==> src/rtl/fft_op_reorder_pkg.sv <==
// Shared types and constants for the FFT output reorder buffer.
package fft_op_reorder_pkg;

  localparam int unsigned FftN  = 3;
  localparam int unsigned FftW  = 16;
  localparam int unsigned FRAME = 1 << FftN;

  typedef logic signed [FftW-1:0] fpt;

  typedef struct packed {
    fpt re;
    fpt im;
  } cplx;

  typedef enum logic {StIdle, StCapture} cap_state_e;
  typedef enum logic {StEmpty, StStream} rd_state_e;

  function automatic logic [FftN-1:0] bitrev(input logic [FftN-1:0] a);
    logic [FftN-1:0] r;
    for (int i = 0; i < int'(FftN); i++) r[i] = a[FftN-1-i];
    return r;
  endfunction

endpackage

==> src/rtl/fft_op_reorder_if.sv <==
// Capture-side (bit-reversed) and stream-side (natural order) signal bundle.
interface fft_op_reorder_if #(
  parameter int unsigned N = fft_op_reorder_pkg::FftN,
  parameter int unsigned W = fft_op_reorder_pkg::FftW
);
  logic         in_start;
  logic [W-1:0] in_re;
  logic [W-1:0] in_im;
  logic         out_valid;
  logic         out_ready;
  logic [W-1:0] out_re;
  logic [W-1:0] out_im;
  logic [N-1:0] out_idx;
  logic         out_last;

  modport master (
    output in_start, in_re, in_im, out_ready,
    input  out_valid, out_re, out_im, out_idx, out_last
  );

  modport slave (
    input  in_start, in_re, in_im, out_ready,
    output out_valid, out_re, out_im, out_idx, out_last
  );
endinterface

==> src/rtl/fft_op_reorder_bank_ram.sv <==
// Two-bank simple dual-port RAM; address MSB selects the bank. Read data is
// registered and only updates on a read enable so the output holds during stalls.
module fft_op_reorder_bank_ram #(
  parameter int unsigned N = 3,
  parameter int unsigned W = 16
) (
  input  logic           clk_i,
  input  logic           rst_ni,
  input  logic           we_i,
  input  logic [N:0]     waddr_i,
  input  logic [2*W-1:0] wdata_i,
  input  logic           re_i,
  input  logic [N:0]     raddr_i,
  output logic [2*W-1:0] rdata_o
);

  logic [2*W-1:0] mem_q [1 << (N+1)];
  logic [2*W-1:0] rdata_q;

  always_ff @(posedge clk_i) begin
    if (we_i) mem_q[waddr_i] <= wdata_i;
  end

  always_ff @(posedge clk_i or negedge rst_ni) begin
    if (!rst_ni)   rdata_q <= '0;
    else if (re_i) rdata_q <= mem_q[raddr_i];
  end

  assign rdata_o = rdata_q;

endmodule

==> src/rtl/fft_op_reorder.sv <==
// Ping-pong reorder sink: captures a bit-reversed FFT frame into one bank while
// the other bank streams out in natural order on a valid/ready interface.
module fft_op_reorder
  import fft_op_reorder_pkg::*;
#(
  parameter int unsigned N = fft_op_reorder_pkg::FftN,
  parameter int unsigned W = fft_op_reorder_pkg::FftW
) (
  input  logic            clk,
  input  logic            reset,
  fft_op_reorder_if.slave bus,
  output logic            overflow,
  output logic            busy
);

  localparam logic [N-1:0] LastIdx = {N{1'b1}};

  function automatic logic [N-1:0] rev_bits(input logic [N-1:0] a);
    logic [N-1:0] r;
    for (int i = 0; i < int'(N); i++) r[i] = a[N-1-i];
    return r;
  endfunction

  cap_state_e     cap_q, cap_d;
  rd_state_e      rd_st_q, rd_st_d;
  logic [N-1:0]   wcnt_q, wcnt_d, idx_q, idx_d;
  logic           wr_bank_q, wr_bank_d, rd_bank_q, rd_bank_d;
  logic [1:0]     full_q, full_d;
  logic           overflow_q, overflow_d, valid_q, valid_d;
  logic           we, re, set_full, clr_full;
  logic [N:0]     waddr, raddr;
  logic [2*W-1:0] rdata;

  // Capture: sample k lands at bitrev(k) so the bank reads out in natural order.
  always_comb begin
    cap_d      = cap_q;
    wcnt_d     = wcnt_q;
    wr_bank_d  = wr_bank_q;
    overflow_d = overflow_q;
    we         = 1'b0;
    waddr      = {wr_bank_q, rev_bits(wcnt_q)};
    set_full   = 1'b0;
    unique case (cap_q)
      StIdle: begin
        if (bus.in_start) begin
          if (!full_q[wr_bank_q]) begin
            we     = 1'b1;
            waddr  = {wr_bank_q, {N{1'b0}}};
            wcnt_d = N'(1);
            cap_d  = StCapture;
          end else begin
            overflow_d = 1'b1;
          end
        end
      end
      StCapture: begin
        we = 1'b1;
        if (bus.in_start) begin
          waddr  = {wr_bank_q, {N{1'b0}}};
          wcnt_d = N'(1);
        end else begin
          wcnt_d = wcnt_q + N'(1);
          if (wcnt_q == LastIdx) begin
            set_full  = 1'b1;
            wr_bank_d = ~wr_bank_q;
            cap_d     = StIdle;
          end
        end
      end
      default: cap_d = StIdle;
    endcase
  end

  // Readout: the RAM read register is the output register, so each read is
  // issued one cycle ahead of the sample it presents.
  always_comb begin
    rd_st_d   = rd_st_q;
    idx_d     = idx_q;
    rd_bank_d = rd_bank_q;
    valid_d   = valid_q;
    re        = 1'b0;
    raddr     = {rd_bank_q, idx_q};
    clr_full  = 1'b0;
    unique case (rd_st_q)
      StEmpty: begin
        if (full_q[rd_bank_q]) begin
          re      = 1'b1;
          raddr   = {rd_bank_q, {N{1'b0}}};
          idx_d   = '0;
          valid_d = 1'b1;
          rd_st_d = StStream;
        end
      end
      StStream: begin
        if (valid_q && bus.out_ready) begin
          if (idx_q == LastIdx) begin
            clr_full  = 1'b1;
            rd_bank_d = ~rd_bank_q;
            idx_d     = '0;
            if (full_q[~rd_bank_q]) begin
              re    = 1'b1;
              raddr = {~rd_bank_q, {N{1'b0}}};
            end else begin
              valid_d = 1'b0;
              rd_st_d = StEmpty;
            end
          end else begin
            re    = 1'b1;
            raddr = {rd_bank_q, idx_q + N'(1)};
            idx_d = idx_q + N'(1);
          end
        end
      end
      default: rd_st_d = StEmpty;
    endcase
  end

  // Set and clear always target different banks, so both apply in one cycle.
  always_comb begin
    full_d = full_q;
    if (set_full) full_d[wr_bank_q] = 1'b1;
    if (clr_full) full_d[rd_bank_q] = 1'b0;
  end

  always_ff @(posedge clk or negedge reset) begin
    if (!reset) begin
      cap_q      <= StIdle;
      rd_st_q    <= StEmpty;
      wcnt_q     <= '0;
      idx_q      <= '0;
      wr_bank_q  <= 1'b0;
      rd_bank_q  <= 1'b0;
      full_q     <= '0;
      overflow_q <= 1'b0;
      valid_q    <= 1'b0;
    end else begin
      cap_q      <= cap_d;
      rd_st_q    <= rd_st_d;
      wcnt_q     <= wcnt_d;
      idx_q      <= idx_d;
      wr_bank_q  <= wr_bank_d;
      rd_bank_q  <= rd_bank_d;
      full_q     <= full_d;
      overflow_q <= overflow_d;
      valid_q    <= valid_d;
    end
  end

  fft_op_reorder_bank_ram #(
    .N (N),
    .W (W)
  ) u_ram (
    .clk_i   (clk),
    .rst_ni  (reset),
    .we_i    (we),
    .waddr_i (waddr),
    .wdata_i ({bus.in_re, bus.in_im}),
    .re_i    (re),
    .raddr_i (raddr),
    .rdata_o (rdata)
  );

  assign {bus.out_re, bus.out_im} = rdata;
  assign bus.out_valid = valid_q;
  assign bus.out_idx   = idx_q;
  assign bus.out_last  = valid_q && (idx_q == LastIdx);
  assign overflow      = overflow_q;
  assign busy          = (cap_q == StCapture);

endmodule
==> src/flat_wrapper.sv <==
// flat-port wrapper written by rule: the top's interface ports become plain ports
module fft_op_reorder_flat import fft_op_reorder_pkg::*;
#(
  parameter int unsigned N = fft_op_reorder_pkg::FftN,
  parameter int unsigned W = fft_op_reorder_pkg::FftW
)
  (clk, reset, overflow, busy, bus_in_start, bus_in_re, bus_in_im, bus_out_ready, bus_out_valid, bus_out_re, bus_out_im, bus_out_idx, bus_out_last);
  fft_op_reorder_if #(.N(N), .W(W)) bus_i ();
  input  logic clk;
  input  logic reset;
  output logic overflow;
  output logic busy;
  input wire logic [$bits(bus_i.in_start)-1:0] bus_in_start;
  input wire logic [$bits(bus_i.in_re)-1:0] bus_in_re;
  input wire logic [$bits(bus_i.in_im)-1:0] bus_in_im;
  input wire logic [$bits(bus_i.out_ready)-1:0] bus_out_ready;
  output wire logic [$bits(bus_i.out_valid)-1:0] bus_out_valid;
  output wire logic [$bits(bus_i.out_re)-1:0] bus_out_re;
  output wire logic [$bits(bus_i.out_im)-1:0] bus_out_im;
  output wire logic [$bits(bus_i.out_idx)-1:0] bus_out_idx;
  output wire logic [$bits(bus_i.out_last)-1:0] bus_out_last;
  assign bus_i.in_start = bus_in_start;
  assign bus_i.in_re = bus_in_re;
  assign bus_i.in_im = bus_in_im;
  assign bus_i.out_ready = bus_out_ready;
  assign bus_out_valid = bus_i.out_valid;
  assign bus_out_re = bus_i.out_re;
  assign bus_out_im = bus_i.out_im;
  assign bus_out_idx = bus_i.out_idx;
  assign bus_out_last = bus_i.out_last;
  fft_op_reorder #(.N(N), .W(W)) u_core (.clk(clk), .reset(reset), .bus(bus_i), .overflow(overflow), .busy(busy));
endmodule
==> config.mk <==
export PLATFORM = sky130hd
export DESIGN_NAME = fft_op_reorder_flat
export DESIGN_NICKNAME = d
export VERILOG_FILES = /design/src/rtl/fft_op_reorder_pkg.sv /design/src/rtl/fft_op_reorder_if.sv /design/src/rtl/fft_op_reorder_bank_ram.sv /design/src/rtl/fft_op_reorder.sv /design/src/flat_wrapper.sv
export SDC_FILE = /design/constraint.sdc
export NUM_CORES = 1
export LEC_CHECK = 0
export BUFFER_PORTS_ARGS = -buffer_cell sky130_fd_sc_hd__buf_2
export CAP_MARGIN = 20
export CORE_ASPECT_RATIO = 1.75
export CORE_MARGIN = 2
export CORE_UTILIZATION = 60
export DETAILED_ROUTE_END_ITERATION = 8
export GPL_TIMING_DRIVEN = 0
export HOLD_SLACK_MARGIN = 0.05
export PLACE_DENSITY = 0.77
export SYNTH_ARGS = -nofsm -noshare
export SYNTH_HDL_FRONTEND = slang
export SYNTH_SLANG_ARGS = --single-unit
==> constraint.sdc <==
create_clock -name clk -period 4.57 [get_ports clk]
set_input_delay 0.457 -clock clk [delete_from_list [all_inputs] [get_ports clk]]
set_output_delay 0.457 -clock clk [all_outputs]
set_load 0.02 [all_outputs]
==> out/metrics.sh <==
CP_CELL_SEQUENCE='clkbuf_1, mux2i_1, o21ai_0, nand2_1, or2_2, nor3_2, buf_6, buf_6'
DIE_AREA_MM2=0.03793
FINALCLOCKSKEW_PS=14.16
POST_SYNTH_NUM_CELL_TYPES=53
FINALNETCOUNT=1505
DETAIL_ROUTE.WIRELENGTH_UM=53820
INSERTION_DELAY_PS=570
SYN_INST=1314
DRCVIOLATIONCOUNT=0
POSTSYNTHREGISTERBITS=558
FINALCRITICALPERIOD_PS=3579
DRIVE_ABOVE_1_SHARE_PCT=20.04
SYNTH_SEQ_AREA_SHARE_PCT=75.82
FIRSTDRTPASSITERS=6
FLOORPLAN.ROWS=92
PORT-BUFFER-COUNT=74
NUMBER_OF_GLOBAL_ROUTE_VIAS_BEFORE_REPAIR=13410
YOSYS_WARNINGS=0
WORST_PATH_MAX_DELAY_CELL='nor3_2'
GRT_SETUP_UNREPAIRED='no'
CTS.ROOT.BUFFER_CELL='clkbuf_16'
WORST_PATH_LARGEST_CELL_DELAY_PS=760
AREA_DELTA_SYNTH_FINAL_PCT=14.41
ASYNC_FLOP_SHARE_PCT=8.244
FINAL_CRITICAL_PATH_SETUP_SLACK_PS=990.8
CP_NUM_BUF_INV=3
SETUP.WORST_PATH.CLASS='reg2reg'
PERIOD_SHARE_PCT=78.32
SYNTH_AREA_LEADER_CELL='edfxtp_1'
DETAILEDPLACEMENTHPWL_UM=35550
GP_CONGESTION=0.8375
CRITICAL_PATH_ARRIVAL_PS=3840
POST_ROUTE_CORE_UTILIZATION_PCT=69.43
POSTSYNTHNETCOUNT=1354
WORSTPATHMAXFANOUT=10
CLOCKBUFFERDEPTH=3
STATIC-LEAKAGE-POWER_nW=8.595
HTREE_NUM_LEVELS=2
CORE_BOX_AREA_MM2=0.03591
POST_ROUTE_CELL_AREA_MM2=0.02494
SYNTH_TOP_AREA_SHARE_PCT=70.54
GRT_ANTENNA_BEFORE_REPAIR=1
CLKSLEWWORSTSETUPHOLDPATHS_PS=70
IRDROPWORSTVDD_V=0.0004274
IO_PINS=75
STARTPOINT_TYPE='flop'
DIE-WIDTH_UM=148.1
DIE_HEIGHT_UM=256.1
ROUTEDWLPERCELL_UM=27.27
SYNTH_FLOP_CELL='edfxtp_1'
CTS-RESIZED-GATES=0
DRT_ITER0_MARKERS=1574
TRITONCTS='done'
WORST-SLEW-PIN-TRANSITION_PS=990.1
MAX_CAP_VIOLATIONS=0
REPORT.FINAL.HOLD_VIOL_COUNT=0
WORST_SLEW_MARGIN_REL_PCT=33.99
CP-END-KIND='flop'
GLOBALROUTETOTALUTIL_PCT=28.57
YS_TOP_CELLS_BY_AREA='edfxtp_1 71%, dfrtp_1 5.3%, mux4_2 3.5%, mux2i_1 3.3%, nand2_1 3.0%'
RUN_STATUS='completed'
POSTSYNTHAREAPERCELL_UM2=16.59
MAXCLOCKFREQUENCY_GHz=0.2794
TIMING_MAX_TRANSITION_VIOLATIONS_FINAL=0
CRIT_PATH_MAX_DELAY_FAMILY='simple AND/OR/NAND/NOR gates'
CTS_MADE_BUFFERS=46
SYNTH_ENABLE_FLOP_CELLS=512
VIA_COUNT=12860
DP_WORST_SETUP_SLACK_PS=1082
PIN_COUNT_OF_THE_BIGGEST_NET_ENTERING_GLOBAL_ROUTING=25
FINALSETUPVIOLATIONS=0
GLOBAL_ROUTE.OVERFLOW_TOTAL=0
GRT_FIRST_PASS_WIRELENGTH_UM=79510
START_UTIL_PCT=60.69
WORST_EP_REQUIRED_TIME_PS=4830
POST_DETAILED_PLACEMENT_CELL_AREA_MM2=0.02335
MAPPEDNETLISTAREA_MM2=0.02180
CELLPOWERDENSITY_mW_PER_MM2=688.2
VIA_DENSITY_PER_INSTANCE=6.513
CRITICAL_PATH.MOST_COMMON_CELL='buf_6'
CTS_SINKS=558
ANT_NETS=0
FIN_SETUP_TNS_PS=0
MIN_DELAY_PATH_CLASS='in2reg'
Yosys cell counts, types with 5 or more instances:
| cell | instances |
|---|---|
| nand2_1 | 172 |
| edfxtp_1 | 512 |
| mux4_2 | 34 |
| mux2i_1 | 71 |
| nor2_1 | 19 |
| buf_6 | 13 |
| a21o_1 | 31 |
| a21oi_1 | 10 |
| nor3_1 | 5 |
| a31oi_1 | 32 |
| o2bb2ai_1 | 29 |
| nand3_1 | 121 |
| clkbuf_1 | 24 |
| o2111ai_1 | 29 |
| o21ai_0 | 37 |
| buf_4 | 7 |
| dfrtp_1 | 46 |
| buf_2 | 31 |
| o221ai_1 | 29 |
| inv_1 | 6 |
layer usage:
metal  up-vias  routed length, µm  global-route usage (%)
li1       5489                  -                       -
met1      6427              18260                   33.50
met2       745              28520                   50.44
met3       195               4021                   4.349
met4         0               3019                   15.16
met5         -                  0                       0
final cells by class:
class / count / area [µm²]
antenna: 2 / 5.005
clock inverter: 32 / 352.8
sequential: 558 / 16530
multi-input combinational: 668 / 4818
clock buffer: 53 / 1219
tap: 470 / 588.1
inverter: 6 / 22.52
timing repair buffer: 103 / 868.3
buffer: 82 / 536.8
fill: 2270 / 10980
registers in the layout, indices dropped and copies added, names as in the netlist:
register              cells
u_core.rd_bank_q          1
u_core.wcnt_q             3
u_core.bus.out_idx        3
u_core.wr_bank_q          1
u_core.overflow           1
u_core.u_ram.rdata_o     32
u_core.busy               1
u_core.full_q             2
u_core.u_ram.mem_q      512
u_core.bus.out_valid      1
u_core.rd_st_q            1
report_power, final:
part / switching [mW] / internal [mW]
Clock: 1.78 / 2.32
Combinational: 4.29 / 2.29
Sequential: 0.277 / 6.20
Total: 6.35 / 10.8
timing repair:
action                                 in CTS  in global routing
hold buffers                                1                  0
setup buffers                               0                  0
endpoints found under the hold margin      22                  0
layout by cell type, fill, tap and decap left out, drive strengths merged, types with 11 or more instances in the layout:
master and instances:
a21o 32, a21oi 11, a31oi 33, buf 159, clkbuf 78, clkinv 20, dfrtp 46, edfxtp 512
mux2i 73, mux4 34, nand2 172, nand3 122, nor2 20, o2111ai 29, o21ai 42, o221ai 29
o2bb2ai 29
path summary, 6_finish.rpt:
path / from / to / slack [ps] / depth (start not counted)
worst max-delay path: u_core.wr_bank_q / u_core.u_ram.mem_q[1][20] / 990 / 8
worst min-delay path: bus_in_start / u_core.wcnt_q[0] / 230 / 3
worst max register to register: u_core.wr_bank_q / u_core.u_ram.mem_q[1][20] / 990 / 8
worst min register to register: u_core.overflow / u_core.overflow / 480 / 2
max in group asynchronous: reset / u_core.u_ram.rdata_o[5] / 3490 / 3
min in group asynchronous: reset / u_core.u_ram.rdata_o[12] / 460 / 2
tightest hold or removal path: stages:
cell and delay, ps:
buf_2 110, a211oi_1 70, a21oi_1 110
logic make-up (layout without fill, tap and decap cells):
logic type	after synthesis	count (layout)	synth area share [%]
DFF	558	558	75.82
and+or+nand+nor	334	334	6.780
AOI/OAI and AO/OA	221	221	7.623
muxes	107	107	6.900
buffers and inverters	88	276	2.566
adders and majority gates	4	4	0.2296
xor gates and xnor gates	2	2	0.08038
other	0	2	0
stage by stage:
stage	cells	total power, mW	hold slack, ps
after CTS	1972	17.14	220.6
after global placement	1858	12.74	449.6
after detailed placement	1886	13.04	469.9
after floorplan	1314	10.73	161.4
after global routing	1973	17.79	237.2
final	1974	17.16	226.0
Power figures use the tool's default switching activity.
